<file path="src/rtl/alu_arbiter_pkg.sv">
// alu_arbiter_pkg
// Shared definitions for the two-requester ALU arbiter:
//   - default operand/result and function-code widths
//   - the five function codes the shared ALU supports
//   - FSM state encoding
//   - helper that classifies a function code as supported or not
package alu_arbiter_pkg;

  localparam int DATA_W_DEF = 16;
  localparam int FUNC_W_DEF = 4;

  localparam logic [FUNC_W_DEF-1:0] FUNC_CODE_0010 = 4'b0010;
  localparam logic [FUNC_W_DEF-1:0] FUNC_CODE_0100 = 4'b0100;
  localparam logic [FUNC_W_DEF-1:0] FUNC_CODE_0110 = 4'b0110;
  localparam logic [FUNC_W_DEF-1:0] FUNC_CODE_1000 = 4'b1000;
  localparam logic [FUNC_W_DEF-1:0] FUNC_CODE_1010 = 4'b1010;

  typedef enum logic [1:0] {
    ST_IDLE  = 2'b00,
    ST_ISSUE = 2'b01,
    ST_RESP  = 2'b10
  } state_e;

  // Returns 1 when the ALU implements the given function code.
  function automatic logic func_supported(input logic [FUNC_W_DEF-1:0] f);
    logic sup;
    case (f)
      FUNC_CODE_0010, FUNC_CODE_0100, FUNC_CODE_0110,
      FUNC_CODE_1000, FUNC_CODE_1010: sup = 1'b1;
      default:                        sup = 1'b0;
    endcase
    return sup;
  endfunction

endpackage

</file>
<file path="src/rtl/alu_arbiter_rr_arb2.sv">
// rr_arb2
// Two-way round-robin grant with a 1-bit preference pointer.
// Ports:
//   clk, rst_n   clock, async active-low reset (pointer -> 0)
//   req          request bits, bit i = requester i
//   update       pulse: the served transaction has completed
//   served_idx   index of the requester that was just served
//   grant        one-hot grant (combinational)
//   grant_idx    index of the granted requester (combinational)
module rr_arb2 (
  input  logic       clk,
  input  logic       rst_n,
  input  logic [1:0] req,
  input  logic       update,
  input  logic       served_idx,
  output logic [1:0] grant,
  output logic       grant_idx
);

  logic ptr_r;

  // Pointer register: after a completed transaction prefer the other requester.
  always_ff @(posedge clk or negedge rst_n) begin
    if (!rst_n) begin
      ptr_r <= 1'b0;
    end else if (update) begin
      ptr_r <= ~served_idx;
    end else begin
      ptr_r <= ptr_r;
    end
  end

  // Grant selection: pointer only matters on a tie.
  always_comb begin
    grant     = 2'b00;
    grant_idx = 1'b0;
    case (req)
      2'b11: begin
        grant_idx = ptr_r;
        grant     = ptr_r ? 2'b10 : 2'b01;
      end
      2'b01: begin
        grant_idx = 1'b0;
        grant     = 2'b01;
      end
      2'b10: begin
        grant_idx = 1'b1;
        grant     = 2'b10;
      end
      default: begin
        grant_idx = 1'b0;
        grant     = 2'b00;
      end
    endcase
  end

endmodule

</file>
<file path="src/rtl/alu_arbiter.sv">
// alu_arbiter
// Shares one external combinational ALU between two requesters.
// IDLE accepts one request (round-robin on a tie), ISSUE drives the ALU for
// one cycle and captures its result, RESP presents the result to the granted
// requester until it is consumed.
// Ports:
//   req_valid/req_ready           per-requester request handshake
//   req{0,1}_a/_b/_func           per-requester operands and function code
//   rsp_valid/rsp_ready           per-requester response handshake
//   rsp_data/rsp_err              registered result; err = unsupported code
//   alu_op_a/alu_op_b/alu_func    drive to the shared ALU (zero outside ISSUE)
//   alu_out                       combinational ALU result
//   busy                          high whenever not IDLE
module alu_arbiter
  import alu_arbiter_pkg::*;
#(
  parameter int DATA_W = DATA_W_DEF,
  parameter int FUNC_W = FUNC_W_DEF
) (
  input  logic              clk,
  input  logic              rst_n,
  input  logic [1:0]        req_valid,
  output logic [1:0]        req_ready,
  input  logic [DATA_W-1:0] req0_a,
  input  logic [DATA_W-1:0] req0_b,
  input  logic [FUNC_W-1:0] req0_func,
  input  logic [DATA_W-1:0] req1_a,
  input  logic [DATA_W-1:0] req1_b,
  input  logic [FUNC_W-1:0] req1_func,
  output logic [1:0]        rsp_valid,
  input  logic [1:0]        rsp_ready,
  output logic [DATA_W-1:0] rsp_data,
  output logic              rsp_err,
  output logic [DATA_W-1:0] alu_op_a,
  output logic [DATA_W-1:0] alu_op_b,
  output logic [FUNC_W-1:0] alu_func,
  input  logic [DATA_W-1:0] alu_out,
  output logic              busy
);

  state_e            state_r;
  state_e            state_next_s;
  logic [1:0]        grant_s;
  logic              gnt_idx_s;
  logic              gnt_idx_r;
  logic              accept_s;
  logic              rsp_hs_s;
  logic [DATA_W-1:0] alu_op_a_r;
  logic [DATA_W-1:0] alu_op_b_r;
  logic [FUNC_W-1:0] alu_func_r;
  logic [1:0]        rsp_valid_r;
  logic [DATA_W-1:0] rsp_data_r;
  logic              rsp_err_r;

  assign accept_s = (state_r == ST_IDLE) && (req_valid != 2'b00);
  assign rsp_hs_s = (state_r == ST_RESP) && rsp_ready[gnt_idx_r];

  rr_arb2 u_arb (
    .clk        (clk),
    .rst_n      (rst_n),
    .req        (req_valid),
    .update     (rsp_hs_s),
    .served_idx (gnt_idx_r),
    .grant      (grant_s),
    .grant_idx  (gnt_idx_s)
  );

  // State register.
  always_ff @(posedge clk or negedge rst_n) begin
    if (!rst_n) begin
      state_r <= ST_IDLE;
    end else begin
      state_r <= state_next_s;
    end
  end

  // Next-state logic.
  always_comb begin
    state_next_s = state_r;
    case (state_r)
      ST_IDLE: begin
        if (req_valid != 2'b00) state_next_s = ST_ISSUE;
        else                    state_next_s = ST_IDLE;
      end
      ST_ISSUE: state_next_s = ST_RESP;
      ST_RESP: begin
        if (rsp_ready[gnt_idx_r]) state_next_s = ST_IDLE;
        else                      state_next_s = ST_RESP;
      end
      default: state_next_s = ST_IDLE;
    endcase
  end

  // Output decode: accept pulse only in IDLE, and never while reset is held.
  always_comb begin
    req_ready = 2'b00;
    busy      = 1'b1;
    case (state_r)
      ST_IDLE: begin
        busy = 1'b0;
        if (rst_n) req_ready = grant_s;
        else       req_ready = 2'b00;
      end
      ST_ISSUE, ST_RESP: begin
        busy      = 1'b1;
        req_ready = 2'b00;
      end
      default: begin
        busy      = 1'b1;
        req_ready = 2'b00;
      end
    endcase
  end

  // Datapath: the ALU drive registers double as the operand latch, since
  // ISSUE always immediately follows the accept edge.
  always_ff @(posedge clk or negedge rst_n) begin
    if (!rst_n) begin
      gnt_idx_r   <= 1'b0;
      alu_op_a_r  <= {DATA_W{1'b0}};
      alu_op_b_r  <= {DATA_W{1'b0}};
      alu_func_r  <= {FUNC_W{1'b0}};
      rsp_valid_r <= 2'b00;
      rsp_data_r  <= {DATA_W{1'b0}};
      rsp_err_r   <= 1'b0;
    end else if (accept_s) begin
      gnt_idx_r  <= gnt_idx_s;
      alu_op_a_r <= gnt_idx_s ? req1_a    : req0_a;
      alu_op_b_r <= gnt_idx_s ? req1_b    : req0_b;
      alu_func_r <= gnt_idx_s ? req1_func : req0_func;
    end else if (state_r == ST_ISSUE) begin
      alu_op_a_r  <= {DATA_W{1'b0}};
      alu_op_b_r  <= {DATA_W{1'b0}};
      alu_func_r  <= {FUNC_W{1'b0}};
      rsp_valid_r <= gnt_idx_r ? 2'b10 : 2'b01;
      if (func_supported(alu_func_r)) begin
        rsp_data_r <= alu_out;
        rsp_err_r  <= 1'b0;
      end else begin
        rsp_data_r <= {DATA_W{1'b0}};
        rsp_err_r  <= 1'b1;
      end
    end else if (rsp_hs_s) begin
      rsp_valid_r <= 2'b00;
      rsp_data_r  <= {DATA_W{1'b0}};
      rsp_err_r   <= 1'b0;
    end
  end

  assign alu_op_a  = alu_op_a_r;
  assign alu_op_b  = alu_op_b_r;
  assign alu_func  = alu_func_r;
  assign rsp_valid = rsp_valid_r;
  assign rsp_data  = rsp_data_r;
  assign rsp_err   = rsp_err_r;

endmodule

</file>
<file path="config.mk">
export PLATFORM = sky130hd
export DESIGN_NAME = alu_arbiter
export DESIGN_NICKNAME = d
export VERILOG_FILES = /design/src/rtl/alu_arbiter_pkg.sv /design/src/rtl/alu_arbiter_rr_arb2.sv /design/src/rtl/alu_arbiter.sv
export SDC_FILE = /design/constraint.sdc
export NUM_CORES = 1
export LEC_CHECK = 0
export CORE_MARGIN = 2
export CORE_UTILIZATION = 34
export CTS_CLUSTER_DIAMETER = 30
export DETAILED_ROUTE_END_ITERATION = 12
export GPL_TIMING_DRIVEN = 0
export PLACE_DENSITY = 0.87
export SYNTH_ARGS = -nofsm -noshare
export SYNTH_HDL_FRONTEND = slang
export SYNTH_SLANG_ARGS = --single-unit
</file>
<file path="constraint.sdc">
create_clock -name clk -period 1.4 [get_ports clk]
set_input_delay 0.14 -clock clk [delete_from_list [all_inputs] [get_ports clk]]
set_output_delay 0.14 -clock clk [all_outputs]
set_load 0.05 [all_outputs]
</file>
==> results of run 1 <==
## timing repair
action	in CTS	in global routing
cloned	6	0
setup buffers	20	6
endpoints found under the setup margin	106	75
pin swaps	52	9
hold endpoints to repair	28	28
gates resized for setup	134	32
## power breakdown
| part | internal [mW] | leakage [nW] | switching, mW | total (mW) |
|---|---|---|---|---|
| logic | 2.87 | 1.56 | 3.93 | 6.80 |
| registers | 2.35 | 0.755 | 0.438 | 2.79 |
| clock network | 0.736 | 0.0905 | 0.628 | 1.36 |
| total | 5.96 | 2.40 | 4.99 | 11.0 |
## layer usage
layer  wire (µm)  share of wire, %
met1        3520                39
met2        4610                51
met3         697               7.8
met4         136               1.5
met5           0                 0
## registers in the layout, indices dropped and copies added, names as in the netlist
name	cells
gnt_idx_r	1
alu_op_b	16
rsp_err	1
rsp_valid	2
u_arb.ptr_r	1
alu_op_a	16
rsp_data	16
state_r	2
alu_func	4
## per-stage QoR
| stage | area (µm²) | utilization, % | setup WS [ps] | power, mW | hold slack, ps |
|---|---|---|---|---|---|
| floorplan | 2570 | - | 4.96 | 6.54 | -156 |
| global placement | 4200 | 57.9 | -2570 | 8.46 | 476 |
| detailed placement | 4220 | 58.1 | -955 | 8.60 | 212 |
| CTS | 4790 | 66.1 | -209 | 10.9 | -140 |
| global route | 4870 | 67.2 | -278 | 11.5 | 367 |
| finish | 4870 | 67.2 | -247 | 11.0 | 371 |
## worst min-delay path by stage
stage          depth (start not counted)          from            to
6_report                               3  req_valid[1]     gnt_idx_r
5_1_grt                                3  req_valid[1]    state_r[0]
4_1_cts                                1         rst_n  rsp_data[12]
3_5_place_dp                           1         rst_n  rsp_data[12]
3_3_place_gp                           1  rsp_valid[0]  rsp_valid[0]
2_1_floorplan                          0         rst_n   alu_func[0]
## cells in the mapped netlist
cell type / instances / area share (%)
a21boi_2: 1 / 0.44
a21o_1: 2 / 0.59
a21oi_1: 3 / 0.59
a21oi_4: 1 / 0.64
a221o_1: 36 / 14
a22o_1: 17 / 5.8
and2b_1: 1 / 0.29
and3_1: 37 / 9.1
buf_2: 4 / 0.78
buf_4: 1 / 0.29
buf_6: 3 / 1.3
buf_8: 3 / 1.8
clkbuf_1: 7 / 1.0
dfrtp_1: 59 / 58
inv_1: 3 / 0.44
mux2_4: 1 / 0.59
nand2_1: 2 / 0.29
nand2b_1: 1 / 0.25
nor2_1: 2 / 0.29
nor2_2: 2 / 0.49
nor2b_1: 1 / 0.25
nor3_1: 1 / 0.20
nor3_4: 1 / 0.64
o2111a_1: 1 / 0.44
o211a_1: 1 / 0.39
o21ai_0: 1 / 0.20
o2bb2ai_1: 3 / 1.0
## kinds of logic after synthesis
family                 share of synthesized area, %
DFF                                            57.8
and+or+nand+nor                                11.8
muxes                                         0.587
AOI/OAI and AO/OA                              24.2
buffers and inverters                          5.63
## final cells by class
cell class | instances | area, µm² | area share (%)
buffer | 17 | 196 | 4.03
clock buffer | 14 | 163 | 3.34
clock inverter | 2 | 10.0 | 0.205
inverter | 3 | 16.3 | 0.334
multi-input combinational | 115 | 981 | 20.1
sequential | 59 | 1480 | 30.5
tap | 99 | 124 | 2.54
timing repair buffer | 187 | 1900 | 39.0
## critical path, cell delays in order (launching register included)
cell,delay (ps)
dfrtp_1,420
buf_6,140
inv_4,30
a21o_4,210
buf_12,140
buf_12,120
buf_16,120
a221o_1,330
==> metrics.txt, run 1 <==
Max VDD drop 0.00122 V; critical path arrival 1850 ps; Final Worst Setup Slack -247 ps; clock root cell clkbuf_8; CP Launch Point state_r[0]; FF-to-FF Start state_r[0]; CTS tree yes; layout cell share with drive strength beyond 1 24.4%; io pins 152; Setup Total Neg Slack -7790 ps; R2R depth 7; met3 GRT Util 6.76%; failing checks setup timing; Crit Path Max Fanout 5; post-synthesis average cell area 13.1 µm²; DRC viols 0; CP Launch Type flip-flop; DIE HEIGHT 90.7 µm; pins over their slew limit 0; commonest non-fill, non-tap cells in the layout clkdlybuf4s50_1 (91), dfrtp_1 (53), dlygate4sd2_1 (37); synthesized flop and latch total 59; final wirelength 8.96 mm; final setup vio count 57; clock sinks 59; Post-Syn Nets 289; area grow syn2layout 90.7%; routed via count 2585; worst hold path class input pin to flip-flop; Num CTS Buffers 9; layout net count 486; WL per Instance 18.1 µm; clk slew on worst S/H paths 70 ps; first-pass GRT wire length 13.9 mm; CTS H-tree lvls 3; pwr dens 2250 nW/µm²; Post-Syn Instances 195; Die X 90.7 µm; DPL Wire Length 6.06 mm; n_diodes 0; Worst Tran Pin Value 527 ps; register area share after synthesis 57.8%; Post-Place Cells 446; Core Box Area 7250 µm²; Port-buffer cells 151; GR Util All Layers 21.8%; DR iter-0 viols 49; Die ar. 8220 µm²; P_leak 2.40 nW; busiest grt layer met2; leading cell type in the layout, fill and taps excluded clkdlybuf4s50_1; Yosys warning count 0; worst path required time 1610 ps; M1 GR Usage 24.6%; reg-to-reg endpoint alu_op_b[3]; unrepaired setup endpoints after global routing true; outcome finished, violations left; vias per cell 5.21; DR pass1 iterations 4; fmax 607 MHz; final hold vios 0; worst setup path end alu_op_b[3]; initial antenna violation count 0; met2 usage 39.1%; RePlAce Congestion 0.771; Layout Skew 8.18 ps; max_slew headroom 65.0%; vias in the first global route 2760; Post-DRT Antenna Nets 0; number of fill cells 552; largest net degree at the start of global routing 34; row count 31; CTS Buffer Depth 2; number of distinct library cells after synthesis 27; post-synthesis cell area 2550 µm²; Tmin final 1650 ps; gr ovfl total 0; MaxCap Viol Count 0; worst skew pair latency 330 ps; critical path capture point type flip-flop; initial core utilization 35.2%; WS Path Type flip-flop to flip-flop; Reg2Reg Setup Slack -250 ps; non-filler cells, final 496; final worst path period share 118%
No activity file was read; power rests on OpenSTA's default activity.
==> run 2: changes to the inputs <==
--- a/config.mk
+++ b/config.mk
@@ -5,7 +5,7 @@
 export SDC_FILE = /design/constraint.sdc
 export NUM_CORES = 1
 export LEC_CHECK = 0
-export CORE_MARGIN = 2
+export CORE_MARGIN = 4
 export CORE_UTILIZATION = 34
 export CTS_CLUSTER_DIAMETER = 30
 export DETAILED_ROUTE_END_ITERATION = 12
==> metrics.txt, run 2 (synthesized netlist as in run 1, its figures left out) <==
outcome finished, violations left; failing checks hold timing, setup timing; pwr dens 2310 nW/µm² (+2.6%); layout net count 479 (-1.4%); gr ovfl total 0 (unchanged); clk slew on worst S/H paths 70 ps (about the same); Die X 94.7 µm (+4.4%); Die ar. 8970 µm² (+9.0%); area grow syn2layout 86.5%; critical path capture point type flip-flop; final hold vios 27 (+27); P_leak 2.35 nW (-2.3%); clock sinks 59 (unchanged); routed via count 2483 (-3.9%); Tmin final 1610 ps (-41.6 ps); commonest non-fill, non-tap cells in the layout clkdlybuf4s50_1 (91), dfrtp_1 (53), and3_1 (36), a221o_1 (36), dlygate4sd2_1 (34); vias in the first global route 2773 (+0.47%); clock root cell clkbuf_8; layout cell share with drive strength beyond 1 23.7% (-0.78 points); hold slack -143 ps (-515 ps); DIE HEIGHT 94.7 µm (+4.4%); io pins 152 (unchanged); pins over their slew limit 0 (unchanged); Post-Place Cells 446 (unchanged); Layout Skew 8.47 ps (+0.287 ps); Max VDD drop 0.000971 V (-21%); initial core utilization 35.0% (-0.19 points); Core Box Area 7290 µm² (+0.53%); Post-DRT Antenna Nets 0 (unchanged); initial antenna violation count 0 (unchanged); DR iter-0 viols 81 (+65%); worst skew pair latency 320 ps (about the same); Port-buffer cells 151 (unchanged); MaxCap Viol Count 0 (unchanged); final wirelength 9.06 mm (+1.1%); Final Worst Setup Slack -205 ps (+41.6 ps); RePlAce Congestion 0.791 (+2.6%); critical path arrival 1850 ps (about the same); vias per cell 5.09 (-2.4%); worst path required time 1650 ps (+40 ps); unrepaired setup endpoints after global routing true; WS Path Type flip-flop to flip-flop; CTS tree yes; fmax 623 MHz (+2.6%); DPL Wire Length 6.51 mm (+7.3%); first-pass GRT wire length 14.0 mm (+0.40%); DP Area 4220 µm² (unchanged); worst hold path class input pin to async pin; slowest stage delay, CP 450 ps (+30 ps); DRC viols 0 (unchanged); slowest stage cell, crit path dfrtp_2; max_slew headroom 53.4% (-12 points); Crit Path Max Fanout 6 (+1); DR pass1 iterations 4 (unchanged); CTS H-tree lvls 3 (unchanged); Design Area, Final 4760 µm² (-2.2%); final setup vio count 56 (-1.8%); non-filler cells, final 488 (-1.6%); CP most frequent cell buf_6; CTS Buffer Depth 2 (unchanged); Worst Tran Pin Value 699 ps (+172 ps); WL per Instance 18.6 µm (+2.7%); n_diodes 0 (unchanged); leading cell type in the layout, fill and taps excluded clkdlybuf4s50_1; Num CTS Buffers 9 (unchanged); largest net degree at the start of global routing 33 (-2.9%); critical path's top delay family flip-flops; crit path cell chain buf_6, buf_6, and2b_2, a21oi_4, buf_4, a22o_1; GR Util All Layers 20.2% (-1.5 points); CP Launch Type flip-flop; row count 31 (unchanged); final worst path period share 115% (-3.0 points); worst path bufs/invs 3 (-2)
## run 2: layout make-up
class	instances	area, µm²
timing repair buffer	182	1790
tap	99	124
clock inverter	1	30.0
fill	593	2530
multi-input combinational	115	978
sequential	59	1480
buffer	15	160
inverter	3	11.3
clock buffer	14	183
## run 2: stage by stage
step	utilization (%)	power [mW]	setup TNS [ps]	worst slack (ps)
after floorplan	-	6.54	0	4.96
after global placement	57.6	8.48	-116990	-2600
final	65.3	11.0	-6270	-205
after detailed placement	57.8	8.63	-17570	-968
after CTS	65.6	11.1	-6380	-213
after global routing	65.3	11.6	-8930	-249
## run 2: repair_timing
| item | 4_1_cts | 5_1_grt |
|---|---|---|
| endpoints found under the setup margin | 106 | 79 |
| pin swaps | 39 | 20 |
| hold endpoints to repair | 27 | 27 |
| buffers inserted | 23 | 7 |
| gates resized for setup | 129 | 40 |
| gates cloned | 7 | 0 |
## run 2: final timing paths
| kind | from | to | slack, ps | cells after the start |
|---|---|---|---|---|
| setup / recovery | state_r[1] | rsp_data[9] | -210 | 6 |
| hold / removal | rst_n | rsp_data[10] | -140 | 1 |
| setup reg to reg | state_r[1] | rsp_data[9] | -210 | 6 |
| hold reg to reg | rsp_data[13] | rsp_data[13] | 510 | 1 |
| max in group asynchronous | rst_n | alu_func[2] | 920 | 2 |
| min in group clk | req_valid[1] | state_r[0] | 340 | 3 |
## run 2: power breakdown
group,switching (mW),internal [mW],total (mW)
clock network,0.611,1.01,1.62
logic,3.88,2.69,6.58
registers,0.442,2.35,2.79
## run 2: layer usage
| layer | up-vias | share of wire, % | global-route usage [%] |
|---|---|---|---|
| li1 | 1154 | - | - |
| met1 | 1203 | 38 | 22.9 |
| met2 | 113 | 52 | 36.4 |
| met3 | 13 | 8.9 | 6.22 |
| met4 | 0 | 1.1 | 6.01 |
| met5 | - | 0 | 0 |
